File: src/rtl/fetch_mem_unit.sv
// Program counter, instruction fetch and data-memory access unit for the multicycle core.
// Runs one command at a time and waits on mem_ready, with an optional watchdog that aborts stuck accesses.
module fetch_mem_unit #(
    parameter int unsigned DATA_W     = 16,
    parameter int unsigned ADDR_W     = 9,
    parameter int unsigned RESET_PC   = 0,
    parameter int unsigned WAIT_LIMIT = 15
) (
    input  logic              clk,
    input  logic              reset,
    input  logic              cmd_valid,
    input  logic [2:0]        cmd,
    output logic              cmd_ready,
    input  logic [7:0]        branch_off,
    input  logic [ADDR_W-1:0] jump_target,
    input  logic [ADDR_W-1:0] data_addr_in,
    input  logic [DATA_W-1:0] store_data,
    output logic [1:0]        mem_cmd,
    output logic [ADDR_W-1:0] mem_addr,
    output logic [DATA_W-1:0] mem_wdata,
    input  logic [DATA_W-1:0] mem_rdata,
    input  logic              mem_ready,
    output logic [ADDR_W-1:0] pc,
    output logic [DATA_W-1:0] ir,
    output logic [DATA_W-1:0] load_data,
    output logic              done,
    output logic              busy,
    output logic              halt,
    output logic              err
);

    localparam int unsigned WCNT_W = (WAIT_LIMIT < 2) ? 1 : $clog2(WAIT_LIMIT + 1);

    localparam logic [2:0] CMD_NOP    = 3'b000;
    localparam logic [2:0] CMD_FETCH  = 3'b001;
    localparam logic [2:0] CMD_LOAD   = 3'b010;
    localparam logic [2:0] CMD_STORE  = 3'b011;
    localparam logic [2:0] CMD_PC_INC = 3'b100;
    localparam logic [2:0] CMD_BRANCH = 3'b101;
    localparam logic [2:0] CMD_JUMP   = 3'b110;
    localparam logic [2:0] CMD_HALT   = 3'b111;

    localparam logic [1:0] MEM_NONE  = 2'b00;
    localparam logic [1:0] MEM_READ  = 2'b01;
    localparam logic [1:0] MEM_WRITE = 2'b10;

    typedef enum logic [2:0] {
        S_IDLE  = 3'd0,
        S_FETCH = 3'd1,
        S_LOAD  = 3'd2,
        S_STORE = 3'd3,
        S_HALT  = 3'd4,
        S_ERR   = 3'd5
    } state_e;

    state_e              state_q;
    logic [ADDR_W-1:0]   pc_q;
    logic [ADDR_W-1:0]   pc_d;
    logic [ADDR_W-1:0]   daddr_q;
    logic [DATA_W-1:0]   ir_q;
    logic [DATA_W-1:0]   load_q;
    logic [DATA_W-1:0]   wdata_q;
    logic                done_q;
    logic [WCNT_W-1:0]   wait_q;

    // Next PC for the PC-update commands; the offset is sign-extended to the PC width.
    always_comb begin
        pc_d = pc_q;
        case (cmd)
            CMD_PC_INC: pc_d = pc_q + ADDR_W'(1);
            CMD_BRANCH: pc_d = pc_q + ADDR_W'(1) + ADDR_W'($signed(branch_off));
            CMD_JUMP:   pc_d = jump_target;
            default:    pc_d = pc_q;
        endcase
    end

    // Control FSM with all architectural registers.
    always_ff @(posedge clk) begin
        if (reset) begin
            state_q <= S_IDLE;
            pc_q    <= ADDR_W'(RESET_PC);
            daddr_q <= '0;
            ir_q    <= '0;
            load_q  <= '0;
            wdata_q <= '0;
            done_q  <= 1'b0;
            wait_q  <= '0;
        end else begin
            done_q <= 1'b0;
            case (state_q)
                S_IDLE: begin
                    if (cmd_valid) begin
                        case (cmd)
                            CMD_FETCH: state_q <= S_FETCH;
                            CMD_LOAD: begin
                                daddr_q <= data_addr_in;
                                state_q <= S_LOAD;
                            end
                            CMD_STORE: begin
                                daddr_q <= data_addr_in;
                                wdata_q <= store_data;
                                state_q <= S_STORE;
                            end
                            CMD_PC_INC, CMD_BRANCH, CMD_JUMP: begin
                                pc_q   <= pc_d;
                                done_q <= 1'b1;
                            end
                            CMD_NOP:  done_q  <= 1'b1;
                            CMD_HALT: state_q <= S_HALT;
                            default:  state_q <= S_IDLE;
                        endcase
                    end
                end
                S_FETCH, S_LOAD, S_STORE: begin
                    // Completion takes priority over the watchdog on the same edge.
                    if (mem_ready) begin
                        if (state_q == S_FETCH) begin
                            ir_q <= mem_rdata;
                        end else if (state_q == S_LOAD) begin
                            load_q <= mem_rdata;
                        end
                        state_q <= S_IDLE;
                        done_q  <= 1'b1;
                        wait_q  <= '0;
                    end else if ((WAIT_LIMIT != 0) && (wait_q == WCNT_W'(WAIT_LIMIT))) begin
                        state_q <= S_ERR;
                        wait_q  <= '0;
                    end else if (wait_q != {WCNT_W{1'b1}}) begin
                        wait_q <= wait_q + WCNT_W'(1);
                    end
                end
                S_HALT:  state_q <= S_HALT;
                S_ERR:   state_q <= S_ERR;
                default: state_q <= S_IDLE;
            endcase
        end
    end

    // Memory bus and status decode purely from the registered state.
    always_comb begin
        mem_cmd  = MEM_NONE;
        mem_addr = pc_q;
        busy     = 1'b0;
        case (state_q)
            S_FETCH: begin
                mem_cmd = MEM_READ;
                busy    = 1'b1;
            end
            S_LOAD: begin
                mem_cmd  = MEM_READ;
                mem_addr = daddr_q;
                busy     = 1'b1;
            end
            S_STORE: begin
                mem_cmd  = MEM_WRITE;
                mem_addr = daddr_q;
                busy     = 1'b1;
            end
            default: begin
                mem_cmd  = MEM_NONE;
                mem_addr = pc_q;
                busy     = 1'b0;
            end
        endcase
    end

    assign cmd_ready = (state_q == S_IDLE);
    assign halt      = (state_q == S_HALT);
    assign err       = (state_q == S_ERR);
    assign mem_wdata = wdata_q;
    assign pc        = pc_q;
    assign ir        = ir_q;
    assign load_data = load_q;
    assign done      = done_q;

endmodule
File: config.mk
export PLATFORM = sky130hd
export DESIGN_NAME = fetch_mem_unit
export DESIGN_NICKNAME = d
export VERILOG_FILES = /design/src/rtl/fetch_mem_unit.sv
export SDC_FILE = /design/constraint.sdc
export NUM_CORES = 1
export LEC_CHECK = 0
export ABC_AREA = 1
export CAP_MARGIN = 20
export CORE_ASPECT_RATIO = 1.2
export CORE_MARGIN = 3
export CORE_UTILIZATION = 47
export DETAILED_ROUTE_END_ITERATION = 7
export PLACE_DENSITY = 0.95
export SYNTH_ARGS = -nofsm -noshare
export SYNTH_HDL_FRONTEND = slang
export SYNTH_SLANG_ARGS = --single-unit
File: constraint.sdc
create_clock -name clk -period 3.38 [get_ports clk]
set_clock_uncertainty 0.1 [all_clocks]
set_input_delay 0.338 -clock clk [delete_from_list [all_inputs] [get_ports clk]]
set_output_delay 0.338 -clock clk [all_outputs]
set_load 0.005 [all_outputs]
# Word level (Yosys, flattened, before mapping)
# Index checks and enable logic that the tools add are counted.
word_totals:
  regBits: 74
  out_inout_bits: 73
  wordCells: 62
op_classes:
  add_sub_neg: 3
  n_eq_ne: 17
  n_mux: 16
  n_bitwise: 1
  reduce_logical: 17
ops:
  columns: ["cell", "n"]
  rows:
  - ["9-bit case mux with 3 select lines", 1]
  - ["3-bit case mux with 4 select lines", 2]
  - ["3-bit equality test, second input constant", 6]
  - ["3-bit by 2-bit equality test with 1-bit output, second input constant", 4]
  - ["4-bit two-way mux", 3]
  - ["3-bit AND reduction", 4]
  - ["9-bit by 1-bit adder with 9-bit output, second input constant", 1]
  - ["9-bit adder", 1]
  - ["3-bit two-way mux", 3]
  - ["9-bit two-way mux", 1]
  - ["4-bit AND reduction", 2]
  - ["3-bit by 1-bit equality test with 1-bit output, second input constant", 2]
  - ["3-bit logical NOT", 2]
  - ["3-bit nonzero test", 2]
  - ["2-bit OR reduction", 3]
  - ["3-bit OR reduction", 2]
  - ["5-bit by 1-bit != test with 1-bit output, second input constant", 1]
  - ["4-bit by 1-bit adder with 4-bit output, second input constant", 1]
  - ["4-bit equality test, second input constant", 1]
  - ["1-bit two-way mux", 4]
  - ["4-bit != test, second input constant", 1]
  - ["2-bit case mux with 2 select lines", 1]
  - ["4-bit OR reduction", 1]
  - ["3-bit by 1-bit != test with 1-bit output, second input constant", 1]
  - ["other kinds (4)", 4]

# Depth between registers and ports, before layout
# Gate-level depths: netlist of run 1.
logic_depth:
  depth_word: 5
  mapped_depth: 16
  mapped_depth_nobuf: 16

# Worst setup path before layout of run 1
# Ideal clock, no wire load.
synth_path:
  kind: "reg2reg"
  start: "register pc_q[0], in the netlist pc[0]"
  end: "register pc_q[8], in the netlist pc[8]"
  setup_time_ps: 119
  arrival_ps: 1980
  required_time_ps: 3161
  path_slack_ps: 1180
  stages_incl_launch_ff: 15
  synth_period_minus_slack_ps: 2200
  path_cell_list: "dfxtp_1 -> ha_1 -> nand2_1 -> nor2_1 -> nand2_1 -> xnor2_1 -> ha_1 -> nand2_1 -> inv_1 -> nand2_1 -> nand2_1 -> a21oi_1 -> nand3_1 -> nand3_1 -> a21oi_1"
synth_via:
  elab_chain_len: 3
synth_lines:
  columns: ["item", "line", "text"]
  rows:
  - ["from (decl)", "57", "logic [ADDR_W-1:0] pc_q;"]
  - ["from (signal assigned)", "81", "pc_q <= ADDR_W'(RESET_PC);"]
  - ["from (signal assigned)", "105", "pc_q <= pc_d;"]
  - ["9-bit by 1-bit adder with 9-bit output *", "70, 71", null]
  - ["9-bit adder", "71", "CMD_BRANCH: pc_d = pc_q + ADDR_W'(1) + ADDR_W'($signed(branch_off));"]
  - ["9-bit case mux with 3 select lines *", "69", "case (cmd)"]
# Every way passes the cells marked *; elsewhere a longest branch is shown, timed or not.
# A chain may end at the register's enable or synchronous reset.

# Worst setup path after layout of run 1
# Same ends and word-level chain as after synthesis.

==> results of run 1 <==
## flip-flops by register name (all words and copies together) (netlist names)
register,cells
wait_q,4
state_q,3
daddr_q,9
pc,9
load_data,16
ir,16
done,1
mem_wdata,16
## worst max-delay path, cell delays in order (launching register included)
cell	delay (ns)
dfxtp_1	0.43
ha_1	0.20
nand2_1	0.08
nor2_1	0.29
nand2_1	0.12
xnor2_1	0.23
ha_1	0.31
nand2_1	0.10
inv_1	0.04
nand2_1	0.06
nand2_1	0.05
a21oi_1	0.17
inv_1	0.06
nand2_1	0.06
nand3_1	0.06
a21oi_1	0.12
## final timing paths
path                            cells after the start   endpoint  slack, ns      start
worst max-delay path                               15      pc[8]       0.84      pc[0]
worst min register to register                      2  wait_q[1]       0.40  wait_q[1]
worst max register to register                     15      pc[8]       0.84      pc[0]
worst min-delay path                                2  wait_q[1]       0.40  wait_q[1]
## metal layers
layer  GRT usage [%]  routed length, um  up-vias  share of wire [%]
li1                -                  -     1913                  -
met1           28.96               4139     1817                 38
met2           43.42               5333      217                 49
met3           8.544               1112       25                 10
met4           9.501                264        0                2.4
met5               0                  0        -                  0
## cell families after synthesis
group | count (synthesis) | share of synthesized area [%]
compound gates | 110 | 16.19
simple gates | 237 | 28.36
fa+ha+maj | 11 | 4.082
flops | 74 | 41.66
buf+inv | 68 | 7.706
mux | 4 | 1.267
xor+xnor | 3 | 0.7391
## cell type report
type | instances | share of cell area, %
Sequential cell | 74 | 28.48
Clock inverter | 7 | 1.612
Clock buffer | 9 | 2.382
Inverter | 52 | 3.801
Timing Repair Buffer | 141 | 26.94
Tap cell | 90 | 2.165
Multi-Input combinational cell | 365 | 34.62
## cells in the mapped netlist, drive strengths merged, types with 2 or more instances
cell    instances  area [um2]
nor2          141       570.6
clkbuf         13       48.80
dfxtp          74        1481
nor3            4       20.02
nand3b          2       15.01
nand2          56       210.2
ha             10       125.1
nand3          28       140.1
a22oi           2       15.01
a31oi           3       18.77
or2             4       25.02
mux2            4       45.04
a221oi          2       17.52
a21oi          27       135.1
xnor2           2       17.52
buf             3       27.52
inv            52       197.7
o21ai          73       365.3
## where the power goes
| part | switching [W] | leakage, nW | total [W] | internal (W) |
|---|---|---|---|---|
| Combinational | 0.000335 | 1.64 | 0.000685 | 0.000349 |
| Sequential | 0.0000575 | 0.602 | 0.00101 | 0.000952 |
| Clock | 0.000369 | 0.103 | 0.000726 | 0.000357 |
## through the flow
step           utilization [%]  setup WS [ns]  instances  power [W]  hold slack, ns
6_report                 71.08         0.8369        738   0.002420          0.3974
5_1_grt                  71.08         0.5517        738   0.002547          0.4425
4_1_cts                  71.08         0.8356        738   0.002426          0.3965
3_5_place_dp             68.25         0.7655        722   0.001702          0.3842
3_3_place_gp             68.25         0.7794        722   0.001678          0.3764
2_1_floorplan                -          1.180        507   0.001339          0.3071
==> out/results.ini, run 1 <==
[status]
status = complete, no violations

[floorplan]
fp-row-count = 34
core_area_um2 = 7317
die_h_um = 101.3
die_x_um = 85.40
ios = 138
start_util_pct = 48.60
die_area_um2 = 8649

[grt]
grt-ovfl-total = 0
grt_max_degree = 39
grt_pass1_vias = 3867
antenna_found_initial = 0
grt_usage_pct = 25.22
grt_pass1_wl_um = 17750

[clock_tree]
root_buffer = clkbuf_8
cts_resized = 0
clkSinkCount = 74
hold_buffers = 0
cts_tree = built
clk_latency_ns = 0.34
post_cts_buffers = 0
clkTransAtPathRegs_ns = 0.09
clock_path_buffers = 2
htree_levels = 3
numCtsBuffers = 9

[synthesis]
syn_nets = 583
synth_cell_type_count = 31
synth_edf_count = 0
yosys_warnings = 0
ys_ff_latch = 74
syn-cell-area_um2 = 3556
syn-instance-count = 507
ys_seq_area_share_pct = 41.66
synth_top_flop_cell = dfxtp_1
syn_area_per_cell_um2 = 7.014
async_flop_share_pct = 0

[setup_path]
critPathKind = reg -> reg
cp.required_ns = 3.56
cp-end-kind = register
critPathMaxFanout = 6
worst_setup_path_start_kind = register
crit_arrival_ns = 2.72

[route]
vias = 3972
detail_route.iter0.violations = 238
post_drt_via_cell_ratio = 5.382
drcViolationCount = 0
antenna_left = 0
wl_per_cell_um = 14.70
first_pass_iters = 7
routed_wl_um = 10850

[final_layout]
final_cell_mix = 137 x clkdlybuf4s50_1, 130 x nor2_1, 74 x dfxtp_1
diodes = 0
design_area_um2 = 5201
seqCellArea_um2 = 1481
n_fill_cell = 587
syn_to_final_growth_pct = 46.27
drive_gt1_share_pct = 6.790
mostFrequentLayoutCell = clkdlybuf4s50_1
multi_input_area_um2 = 1800
nets = 719

[sta]
drv_slew = 0
tightest_slew_ns = 0.9845
max_freq_mhz = 393.2
maxSlewHeadroom_pct = 34.30
period_minus_slack_ns = 2.543
timing.final.crit_share_pct = 75.24
fin_tns_setup_ns = 0
final_hold_viol_count = 0
rsz0062_at_grt = no
setup_viol = 0

[place]
gp_congestion = 0.9310
hpwlAfterDp_um = 8162
port_buffers = 137
dpl-instance-area_um2 = 4994

[run]
max_cap_violations = 0

[min_path]
hp-class = reg -> reg

[power]
ir_drop_mv = 0.4013
p_leak_nw = 2.340
p_per_area_nw_per_um2 = 465.3

No activity file was read; power rests on OpenSTA's default activity.
==> run 2: changes to the inputs <==
--- a/config.mk
+++ b/config.mk
@@ -9,9 +9,9 @@
 export CAP_MARGIN = 20
 export CORE_ASPECT_RATIO = 1.2
 export CORE_MARGIN = 3
-export CORE_UTILIZATION = 47
+export CORE_UTILIZATION = 44
 export DETAILED_ROUTE_END_ITERATION = 7
-export PLACE_DENSITY = 0.95
+export PLACE_DENSITY = 0.91
 export SYNTH_ARGS = -nofsm -noshare
 export SYNTH_HDL_FRONTEND = slang
 export SYNTH_SLANG_ARGS = --single-unit
==> constraint.sdc (replaced) <==
create_clock -name clk -period 2.64 [get_ports clk]
set_clock_uncertainty 0.1 [all_clocks]
set_input_delay 0.264 -clock clk [delete_from_list [all_inputs] [get_ports clk]]
set_output_delay 0.264 -clock clk [all_outputs]
set_load 0.005 [all_outputs]
==> run 2 against run 1 <==
Net effect:
- power grew 26%
- first-iteration DRC count shrank 39%
- wire length shrank 2.1%
- count of clock-buffer cells in the layout is the same
- core utilization shrank 3.6 points
- flip-flop and latch count is the same
- setup slack lost 0.63 ns
- non-clock buffer count grew 4
- critical path type unchanged
- die area grew 6.4%
- global-route usage shrank 1.5 points
- highest routed layer unchanged
- sequential power grew 28%
==> out/results.ini, run 2 (synthesis gave the netlist of run 1 again) <==
[grt]
grt_pass1_wl_um = 17640
grt_usage_pct = 23.69
antenna_found_initial = 0
grt-ovfl-total = 0
grt_pass1_vias = 3882
grt_max_degree = 45

[final_layout]
seqCellArea_um2 = 1481
final_cell_mix = 137 x clkdlybuf4s50_1, 129 x nor2_1, 74 x dfxtp_1
diodes = 0
drive_gt1_share_pct = 7.515
syn_to_final_growth_pct = 47.01
multi_input_area_um2 = 1803
nets = 723
n_fill_cell = 604
mostFrequentLayoutCell = clkdlybuf4s50_1

[clock_tree]
clock_path_buffers = 2
hold_buffers = 0
clk_latency_ns = 0.35
htree_levels = 3
cts_resized = 0
clkTransAtPathRegs_ns = 0.09
root_buffer = clkbuf_8
clkSinkCount = 74
post_cts_buffers = 0
numCtsBuffers = 9
cts_tree = built

[setup_path]
cp.required_ns = 2.83
critPathMaxFanout = 6
crit_top_cell = nand2_1
max_stage_delay_ns = 0.43
critPathKind = reg -> reg
critPathCapture = pc[8]
worst_setup_path_start_kind = register
cp_top_family = simple AND/OR/NAND/NOR gates
path_depth = 15
crit_arrival_ns = 2.62
r2r_start = pc[0]
reg2reg_slack_ns = 0.20
crit_path_start = pc[0]
cp-end-kind = register
cp_num_buf_inv = 2
reg2reg_depth = 15
reg2reg_to = pc[8]
path_cells = ha_1, nand2_1, nor2_2, nand2_1, xnor2_1, ha_1, nand2_1, inv_1, nand2_1, nand2_1, a21oi_1, inv_1, nand2_1, nand3_1, a21oi_1
slowest_stage = dfxtp_1

[route]
drcViolationCount = 0
wl_per_cell_um = 14.28
antenna_left = 0
first_pass_iters = 5
post_drt_via_cell_ratio = 5.203
vias = 3871
routed_wl_um = 10620
detail_route.iter0.violations = 146

[sta]
maxSlewHeadroom_pct = 66.50
drv_slew = 0
tightest_slew_ns = 0.5020
setup_viol = 0
final_hold_viol_count = 0
rsz0062_at_grt = no
fin_tns_setup_ns = 0
timing.final.crit_share_pct = 92.24
period_minus_slack_ns = 2.435
max_freq_mhz = 410.7

[place]
gp_congestion = 0.8867
port_buffers = 137
hpwlAfterDp_um = 7961

[floorplan]
start_util_pct = 45.88
die_area_um2 = 9201
core_area_um2 = 7751
ios = 138
die_h_um = 104.5
die_x_um = 88.07
fp-row-count = 35

[power]
ir_drop_mv = 0.4458
p_leak_nw = 2.361
p_per_area_nw_per_um2 = 585.5
p_total_w = 0.003061

[status]
status = complete, no violations

[run]
max_cap_violations = 0

[min_path]
hp-class = in -> reg

==> run 2: changes by cell type in the layout (fill, tap and decap cells not counted) <==
cell        previous run  this run
nor2_1               130       129
buf_4                  4         8
inv_6                  4         2
clkinv_2               0         2
inv_8                  1         0
nor2_2                10        11
clkinv_4               0         2
clkinvlp_4             1         0
==> run 2: how the worst min path moves through the flow <==
| stage | start | endpoint | slack [ns] | cells after the start |
|---|---|---|---|---|
| 3_3_place_gp | wait_q[0] | wait_q[0] | 0.38 | 2 |
| 6_report | data_addr_in[1] | daddr_q[1] | 0.39 | 3 |
| 2_1_floorplan | reset | state_q[0] | 0.23 | 1 |
| 4_1_cts | data_addr_in[1] | daddr_q[1] | 0.38 | 3 |
| 3_5_place_dp | load_data[15] | load_data[15] | 0.39 | 2 |
| 5_1_grt | store_data[9] | mem_wdata[9] | 0.39 | 3 |
==> run 2: final cells by class <==
type                            count  area share, %
Clock buffer                        9          2.370
Clock inverter                      7          1.436
Inverter                           52          3.782
Multi-Input combinational cell    365          34.49
Sequential cell                    74          28.34
Tap cell                           92          2.202
Timing Repair Buffer              145          27.38
==> run 2: worst reg2reg max path, cell delays in order, from the launching register on <==
cell and delay (ns):
dfxtp_1 0.43, ha_1 0.20, nand2_1 0.08, nor2_2 0.23, nand2_1 0.10, xnor2_1 0.21
ha_1 0.30, nand2_1 0.10, inv_1 0.04, nand2_1 0.05, nand2_1 0.05, a21oi_1 0.16
inv_1 0.06, nand2_1 0.06, nand3_1 0.07, a21oi_1 0.13
==> run 2: report_power, final <==
| group | leakage (nW) | internal (W) | switching [W] |
|---|---|---|---|
| clock | 0.104 | 0.000443 | 0.000446 |
| combinational | 1.66 | 0.000453 | 0.000433 |
| sequential | 0.602 | 0.00122 | 0.0000661 |
| total | 2.36 | 0.00212 | 0.000945 |
==> run 2: layer usage <==
| metal | up-vias | global-route usage (%) | wire, um |
|---|---|---|---|
| li1 | 1919 | - | - |
| met1 | 1782 | 27.19 | 4139 |
| met5 | - | 0 | 0 |
| met3 | 20 | 6.498 | 905 |
| met4 | 0 | 10.15 | 237 |
| met2 | 150 | 40.41 | 5342 |
==> run 2: metrics by stage <==
step	cell area, um2	instances	hold WS [ns]	setup slack [ns]	utilization [%]
floorplan	3556	507	0.2331	0.4402	-
global placement	5026	728	0.3755	0.2721	64.84
detailed placement	5026	728	0.3900	0.1560	64.84
CTS	5225	744	0.3769	0.1267	67.41
global route	5228	744	0.3934	0.06183	67.44
finish	5228	744	0.3906	0.2050	67.44
==> run 3: changes to the inputs <==
--- a/config.mk
+++ b/config.mk
@@ -11,6 +11,7 @@
 export CORE_MARGIN = 3
 export CORE_UTILIZATION = 44
 export DETAILED_ROUTE_END_ITERATION = 7
+export HOLD_SLACK_MARGIN = 0.08
 export PLACE_DENSITY = 0.91
 export SYNTH_ARGS = -nofsm -noshare
 export SYNTH_HDL_FRONTEND = slang
==> results of run 3 <==
No change in the layout: final DEF, timing and power equal those of run 2.
